File: config.mk
export PLATFORM = sky130hd
export DESIGN_NAME = recv_shadow
export DESIGN_NICKNAME = d
export VERILOG_FILES = /design/src/rtl/recv_shadow.sv
export SDC_FILE = /design/constraint.sdc
export NUM_CORES = 1
export LEC_CHECK = 0
export CAP_MARGIN = 10
export CORE_ASPECT_RATIO = 1.2
export CORE_MARGIN = 10
export CORE_UTILIZATION = 33
export CTS_BUF_LIST = sky130_fd_sc_hd__clkbuf_4 sky130_fd_sc_hd__clkbuf_8 sky130_fd_sc_hd__clkbuf_16
export DETAILED_ROUTE_END_ITERATION = 8
export PLACE_DENSITY = 0.48
export SKIP_CTS_REPAIR_TIMING = 1
export SYNTH_ARGS = -nofsm -noshare
export SYNTH_HDL_FRONTEND = slang
export SYNTH_SLANG_ARGS = --single-unit
File: constraint.sdc
create_clock -name clk -period 3.2 [get_ports clk]
set_clock_uncertainty 0.1 [all_clocks]
set_input_delay 0.32 -clock clk [delete_from_list [all_inputs] [get_ports clk]]
set_output_delay 0.32 -clock clk [all_outputs]
set_load 0.1 [all_outputs]
File: src/rtl/recv_shadow.sv
// recv_shadow: classifies returning shadow-ray hits as lit/occluded and buffers verdicts for pcalc.
// Optional per-verdict statistics counters are built when RECV_SHADOW_STATS_EN is defined.
module recv_shadow #(
  parameter int          FIFO_DEPTH = 8,
  parameter logic [31:0] EPS_BITS   = 32'h3A83_126F
) (
  input  logic        clk,
  input  logic        rst,
  input  logic        sint_to_recvshadow_valid,
  input  logic [41:0] sint_to_recvshadow_data,
  output logic        sint_to_recvshadow_stall,
  output logic        recvshadow_to_pcalc_valid,
  output logic [9:0]  recvshadow_to_pcalc_data,
  input  logic        recvshadow_to_pcalc_stall
`ifdef RECV_SHADOW_STATS_EN
  ,
  output logic [15:0] lit_count,
  output logic [15:0] shadow_count
`endif
);

  localparam int AW = $clog2(FIFO_DEPTH);
  localparam logic [AW:0]   CNT_ONE   = (AW+1)'(1);
  localparam logic [AW+1:0] STALL_LVL = (AW+2)'(FIFO_DEPTH - 1);
  localparam logic [30:0]   ONE_MAG   = 31'h3F80_0000;

  // Stage 1 registers
  logic        r_s1_valid;
  logic [8:0]  r_s1_id;
  logic        r_s1_hit;
  logic [31:0] r_s1_t;

  // Verdict buffer
  logic [9:0]    r_mem [FIFO_DEPTH];
  logic [AW-1:0] r_wr_ptr;
  logic [AW-1:0] r_rd_ptr;
  logic [AW:0]   r_count;

  logic          w_accept;
  logic          w_push;
  logic          w_pop;
  logic          w_occluded;
  logic          w_lit;
  logic [AW+1:0] w_level;

  // Stall looks only at registered occupancy so it never combinationally depends on valid.
  assign w_level  = {1'b0, r_count} + {{(AW+1){1'b0}}, r_s1_valid};
  assign sint_to_recvshadow_stall = (w_level >= STALL_LVL);
  assign w_accept = sint_to_recvshadow_valid && !sint_to_recvshadow_stall;

  // Non-negative floats order like unsigned integers, so magnitude compares are bit compares.
  assign w_occluded = r_s1_hit
                   && !r_s1_t[31]
                   && (r_s1_t[30:23] != 8'hFF)
                   && (r_s1_t[30:0] >= EPS_BITS[30:0])
                   && (r_s1_t[30:0] < ONE_MAG);
  assign w_lit = !w_occluded;

  assign recvshadow_to_pcalc_valid = (r_count != '0);
  assign recvshadow_to_pcalc_data  = recvshadow_to_pcalc_valid ? r_mem[r_rd_ptr] : 10'd0;

  assign w_push = r_s1_valid;
  assign w_pop  = recvshadow_to_pcalc_valid && !recvshadow_to_pcalc_stall;

  always_ff @(posedge clk) begin
    if (rst) begin
      r_s1_valid <= 1'b0;
      r_s1_id    <= '0;
      r_s1_hit   <= 1'b0;
      r_s1_t     <= '0;
    end else begin
      r_s1_valid <= w_accept;
      if (w_accept) begin
        r_s1_id  <= sint_to_recvshadow_data[41:33];
        r_s1_hit <= sint_to_recvshadow_data[32];
        r_s1_t   <= sint_to_recvshadow_data[31:0];
      end
    end
  end

  always_ff @(posedge clk) begin
    if (w_push) begin
      r_mem[r_wr_ptr] <= {r_s1_id, w_lit};
    end
  end

  // Pointers are exactly AW bits wide, so they wrap at FIFO_DEPTH on their own.
  always_ff @(posedge clk) begin
    if (rst) begin
      r_wr_ptr <= '0;
      r_rd_ptr <= '0;
      r_count  <= '0;
    end else begin
      if (w_push) r_wr_ptr <= r_wr_ptr + 1'b1;
      if (w_pop)  r_rd_ptr <= r_rd_ptr + 1'b1;
      case ({w_push, w_pop})
        2'b10:   r_count <= r_count + CNT_ONE;
        2'b01:   r_count <= r_count - CNT_ONE;
        default: r_count <= r_count;
      endcase
    end
  end

`ifdef RECV_SHADOW_STATS_EN
  logic [15:0] r_lit_count;
  logic [15:0] r_shadow_count;

  always_ff @(posedge clk) begin
    if (rst) begin
      r_lit_count    <= '0;
      r_shadow_count <= '0;
    end else if (w_push) begin
      if (w_lit && (r_lit_count != 16'hFFFF))
        r_lit_count <= r_lit_count + 16'd1;
      if (!w_lit && (r_shadow_count != 16'hFFFF))
        r_shadow_count <= r_shadow_count + 16'd1;
    end
  end

  assign lit_count    = r_lit_count;
  assign shadow_count = r_shadow_count;
`endif

endmodule

==> summary.md, run 1 <==
| Metric | Value |
|---|---|
| Outcome | `finished, final reports clean` |
| Switching share of power | `0.341` |
| Initial antenna violation count | `0` |
| Slew Limit Fails | `0` |
| Final Setup Violations | `0` |
| Setup TNS | `0 ns` |
| Routed WL | `11600 um` |
| P_int | `0.00423 W` |
| Initial Util | `0.339` |
| Core area | `17000 um^2` |
| Iteration-0 DRC Markers | `184` |
| Power density cells | `871 nW/um^2` |
| Dpl hpwl | `7710 um` |
| Antenna fix cells | `0` |
| Net switching power | `0.00219 W` |
| Final ANT Viol Nets | `0` |
| GRT Total Usage | `0.104` |
| Overall power | `0.00642 W` |
| Maxcap violations | `0` |
| Seq pwr share | `0.329` |
| Synth Flop Type | `edfxtp_1` |
| RSZ-0062 raised after global routing | `false` |
| Largest net degree at the start of global routing | `67` |
| GRT busiest layer | `met2` |
| Crit end category | `output port` |
| Placed cell areas | `6720 um^2` |
| Leakage | `2.66 nW` |
| Commonest non-fill, non-tap cells in the layout | `nand2b_1, edfxtp_1, dfxtp_1, mux2i_1, clkdlybuf4s50_1` |
| Clock period minus final worst setup slack | `2.56 ns` |
| M3 GR Usage | `0.0359` |
| Final core occ | `0.432` |
| Mapped cell area | `5780 um^2` |
| GR met2 Demand/Resource | `0.175` |
| Hold WC Path Type | `in -> reg` |
| H-tree levels | `4` |
| Worst Path Max Fanout | `20` |
| Yosys warning count | `0` |
| Syn Nets | `470` |
| First-pass GRT wire length | `18700 um` |
| Mapped Cells | `416` |
| Cts bufs inserted | `17` |
| Design area | `7370 um^2` |
| Async SR Flop Fraction | `0` |
| Port Buf Inserts | `57` |
| Worst-Margin Slew | `0.903 ns` |
| I/O pins | `58` |
| WL/cell | `16.2 um` |
| Root buffer cell | `clkbuf_16` |
| CP required | `2.78 ns` |
| Seq cells post-synth | `136` |
| Fillers | `1591` |
| Routed vias | `3290` |
| Worst Path Class, Setup | `reg -> out` |
| R2R setup slack | `0.65 ns` |
| Die Width | `141 um` |
| Layout cells sized above 1 | `0.165` |
| Final Cycle Share | `0.801` |
| Vias in the first global route | `3589` |
| Routability cong. | `0.729` |
| F_max | `390 MHz` |
| Slew margin rel. | `0.398` |
| Synthesized area per cell | `13.9 um^2` |
| Area of the multi-input gates | `2120 um^2` |
| Total die area | `23200 um^2` |
| Post-synthesis cell type count | `40` |
| Crit start category | `flop` |
| GRT met1 Usage | `0.117` |
| Clock sink count | `136` |
| CTS clk-pin slew, worst paths | `0.06 ns` |
| Skew-Pair Late Insertion Delay | `0.41 ns` |
| WP data arrival | `2.14 ns` |
| Part of the power in combinational logic | `0.336` |
| Final Hold Viols | `0` |
| Part of the power in the clock network | `0.335` |
| CTS tree | `yes` |
| First-pass DRT Iterations | `4` |
| Post-synth EDFFs | `80` |
| Seq/Total Area, Yosys | `0.610` |
| Hold slack | `0.371 ns` |
| NumNets Final | `538` |
| Commonest non-fill, non-tap cell in the layout | `nand2b_1` |
| Max VDD drop | `0.403 mV` |
| Die H | `165 um` |
| FF+latch area | `3520 um^2` |
| DR DRC count | `0` |
| Post-DR vias/cell | `4.61` |
| CTS max path bufs | `2` |
| Standard-cell rows | `52` |
| Layout area overhead | `27.5%` |
| Total gr overflow | `0` |
[synth_stat cells (2+ instances only)]
library cell  count  area (um^2)
nor3_1            4         20.0
nand2b_1         88          551
buf_2             3         15.0
xor2_1            4         35.0
a21oi_1           5         25.0
nand3_1           3         15.0
nor4bb_1          3         30.0
mux4_2           20          450
nor4_1            2         12.5
nor2_1           31          116
xnor2_1           3         26.3
edfxtp_1         80         2400
inv_1             5         18.8
nor2b_1           2         12.5
dfxtp_1          56         1120
nand2_1           6         22.5
buf_6             4         45.0
buf_1             2         7.51
mux2i_1          55          551
ha_1              7         87.6
nand4_1           3         18.8
clkbuf_1         12         45.0
[sequential cells by signal, summed over array words and instances (netlist names), named ones only]
name / count
r_s1_t: 32
r_rd_ptr: 3
r_wr_ptr: 3
r_s1_id: 9
r_s1_valid: 1
r_s1_hit: 1
r_mem: 80
r_count: 4
[cells by family after synthesis]
| family | Yosys count | share of synthesized area |
|---|---|---|
| fa+ha+maj | 8 | 0.0186 |
| compound gates | 14 | 0.0154 |
| mux | 76 | 0.175 |
| buf+inv | 27 | 0.0240 |
| simple gates | 148 | 0.147 |
| xor+xnor | 7 | 0.0106 |
| flops | 136 | 0.610 |
[worst max-delay path, stage by stage (launching register included)]
cell	delay [ns]
dfxtp_1	0.30
buf_4	0.37
mux4_2	0.57
mux2i_1	0.19
nor2_1	0.11
buf_12	0.18
[area by class of cell]
class,instances,area share
sequential,136,0.478
multi-input combinational,253,0.288
timing repair buffer,71,0.106
clock buffer,18,0.0587
tap,216,0.0367
clock inverter,14,0.0301
inverter,5,0.00255
[metal layers]
metal	up-vias	routed length (um)
li1	1637	-
met1	1570	4990
met2	68	5770
met3	15	619
met4	0	179
met5	-	0
[final timing paths]
| kind | startpoint | end | cells past startpoint |
|---|---|---|---|
| worst min-delay path | sint_to_recvshadow_data[2] | r_s1_t[2] | 3 |
| worst max-delay path | flop | recvshadow_to_pcalc_data[0] | 5 |
| worst min register to register | r_s1_t[5] | r_s1_t[5] | 2 |
| worst max register to register | r_count[0] | r_count[3] | 8 |
[power groups by stage]
stage	combinational, W	clock (W)	sequential, W
5_1_grt	0.00229	0.00229	0.00213
3_3_place_gp	0.00218	0	0.00215
2_1_floorplan	0.00152	0	0.00211
3_5_place_dp	0.00220	0	0.00215
4_1_cts	0.00220	0.00220	0.00212
6_report	0.00216	0.00215	0.00212
[per-stage QoR]
| stage | setup slack, ns | cells |
|---|---|---|
| after global routing | 0.498 | 713 |
| after global placement | 0.592 | 681 |
| after floorplan | 0.563 | 416 |
| final | 0.637 | 713 |
| after detailed placement | 0.534 | 681 |
| after CTS | 0.563 | 713 |
Note: power is estimated with default switching activity, not from simulation.
==> run 2, diff against run 1 <==
clock period = 2.51 ns   (was 3.2 ns; I/O delays follow)
==> summary.md, run 2 (synthesis results as in run 1) <==
| Metric | Value |
|---|---|
| Met2 Wirelength | `5820 um` |
| Placed cell areas | `6830 um^2` |
| Power density cells | `1080 nW/um^2` |
| First-pass GRT wire length | `19000 um` |
| Met3 Wirelength | `455 um` |
| Port Buf Inserts | `57` |
| NumNets Final | `544` |
| Iteration-0 DRC Markers | `121` |
| Met1 WL | `5100 um` |
| Core area | `17000 um^2` |
| RSZ-0062 raised after global routing | `false` |
| F_max | `425 MHz` |
| Max VDD drop | `0.661 mV` |
| Maxcap violations | `0` |
| CP required | `2.16 ns` |
| Clock sink count | `136` |
| Largest registers | `r_mem: 80 flops, r_s1_t: 32 flops, r_s1_id: 9 flops` |
| Hold Startpoint | `rst` |
| I/O pins | `58` |
| Layout area overhead | `28.3%` |
| Slowest CP cell | `mux4_2` |
| Crit start category | `flop` |
| Crit-path max cell delay | `0.53 ns` |
| Slew margin rel. | `0.625` |
| Crit path cell chain | `buf_12 > mux4_2 > mux2i_1 > nor2_2 > buf_12` |
| Dpl hpwl | `7960 um` |
| Leakage | `2.67 nW` |
| Final Setup Violations | `0` |
| Total die area | `23200 um^2` |
| DR DRC count | `0` |
| Worst r2r src | `r_count[3]` |
| Final Hold Viols | `0` |
| Die H | `165 um` |
| WL/cell | `16.0 um` |
| Switching share of power | `0.354` |
| Worst-Margin Slew | `0.562 ns` |
| CTS tree | `yes` |
| Outcome | `finished, final reports clean` |
| Worst Path Max Fanout | `20` |
| Commonest non-fill, non-tap cells in the layout | `nand2b_1, edfxtp_1, mux2i_1, dfxtp_1, clkdlybuf4s50_1` |
| First-pass DRT Iterations | `4` |
| Vias in the first global route | `3637` |
| Final Cycle Share | `0.937` |
| Max layer used | `met4` |
| Delay-heaviest family, CP | `multiplexers` |
| WP data arrival | `2.00 ns` |
| Skew-Pair Late Insertion Delay | `0.41 ns` |
| CTS max path bufs | `2` |
| Hold WC Path Type | `in -> reg` |
| Final ANT Viol Nets | `0` |
| Commonest non-fill, non-tap cell in the layout | `nand2b_1` |
| Cts bufs inserted | `17` |
| Initial antenna violation count | `0` |
| CP bufs+invs | `2` |
| Part of the power in combinational logic | `0.362` |
| Slew Limit Fails | `0` |
| Initial Util | `0.339` |
| Post-DR vias/cell | `4.65` |
| Standard-cell rows | `52` |
| Total gr overflow | `0` |
| Routability cong. | `0.724` |
| Die Width | `141 um` |
| Worst path most repeated cell | `buf_12` |
| Antenna fix cells | `0` |
| Worst Path Class, Setup | `reg -> out` |
| Largest net degree at the start of global routing | `39` |
| Routed WL | `11500 um` |
| Seq pwr share | `0.339` |
| Net switching power | `0.00283 W` |
| Setup TNS | `0 ns` |
| GRT Total Usage | `0.104` |
| Part of the power in the clock network | `0.299` |
| Design area | `7410 um^2` |
| Final core occ | `0.435` |
| Routed vias | `3342` |
| Crit end category | `output port` |
| CTS clk-pin slew, worst paths | `0.06 ns` |
| H-tree levels | `4` |
| Fillers | `1594` |
| Largest Register | `r_mem` |
| Largest register FFs | `80` |
| Root buffer cell | `clkbuf_16` |
| Layout cells sized above 1 | `0.193` |
| P_int | `0.00517 W` |
| Clock period minus final worst setup slack | `2.35 ns` |
## run 2: changes by cell type in the layout (fill, tap and decap cells not counted), moves of 2 or more
cell,previous run,this run
clkinv_1,0,3
clkinv_4,1,3
nor2_1,31,21
nor2_2,0,10
buf_4,15,18
bufinv_16,5,2
buf_12,11,14
## run 2: per-layer routing
metal	vias to the layer above	global-route usage
met5	-	0
li1	1654	-
met3	13	0.0333
met4	0	0.0399
met1	1612	0.119
met2	63	0.177
## run 2: power groups by stage
stage / Combinational (W) / Clock, W / Sequential [W]
2_1_floorplan: 0.00201 / 0 / 0.00270
3_3_place_gp: 0.00293 / 0 / 0.00275
3_5_place_dp: 0.00295 / 0 / 0.00276
4_1_cts: 0.00295 / 0.00246 / 0.00271
5_1_grt: 0.00309 / 0.00258 / 0.00274
6_report: 0.00290 / 0.00239 / 0.00271
## run 2: worst paths after layout
kind | slack [ns] | cells past startpoint | end
max | 0.16 | 5 | recvshadow_to_pcalc_data[1]
min | 0.23 | 2 | flop
min reg2reg | 0.38 | 2 | r_s1_t[23]
max reg2reg | 0.18 | 8 | r_count[3]
## run 2: stage by stage
step	power (W)	cells	worst slack, ns	hold WS [ns]
global placement	0.00568	687	0.101	0.361
detailed placement	0.00571	687	0.0743	0.362
floorplan	0.00471	416	0.0162	0.306
finish	0.00800	719	0.158	0.233
CTS	0.00812	719	0.122	0.223
global route	0.00840	719	0.00955	0.249
## run 2: area by class of cell
| cell class | instances | area, um^2 | area share |
|---|---|---|---|
| Inverter | 5 | 18.8 | 0.00253 |
| Sequential cell | 136 | 3520 | 0.475 |
| Clock buffer | 17 | 425 | 0.0574 |
| Clock inverter | 15 | 151 | 0.0204 |
| Timing Repair Buffer | 77 | 861 | 0.116 |
| Multi-Input combinational cell | 253 | 2160 | 0.292 |
| Tap cell | 216 | 270 | 0.0365 |
==> run 3, diff against run 2 <==
CTS_CLUSTER_SIZE = 30   (was unset)
==> results of run 3 <==
The final DEF is identical to that of run 2; final timing and power are the same.
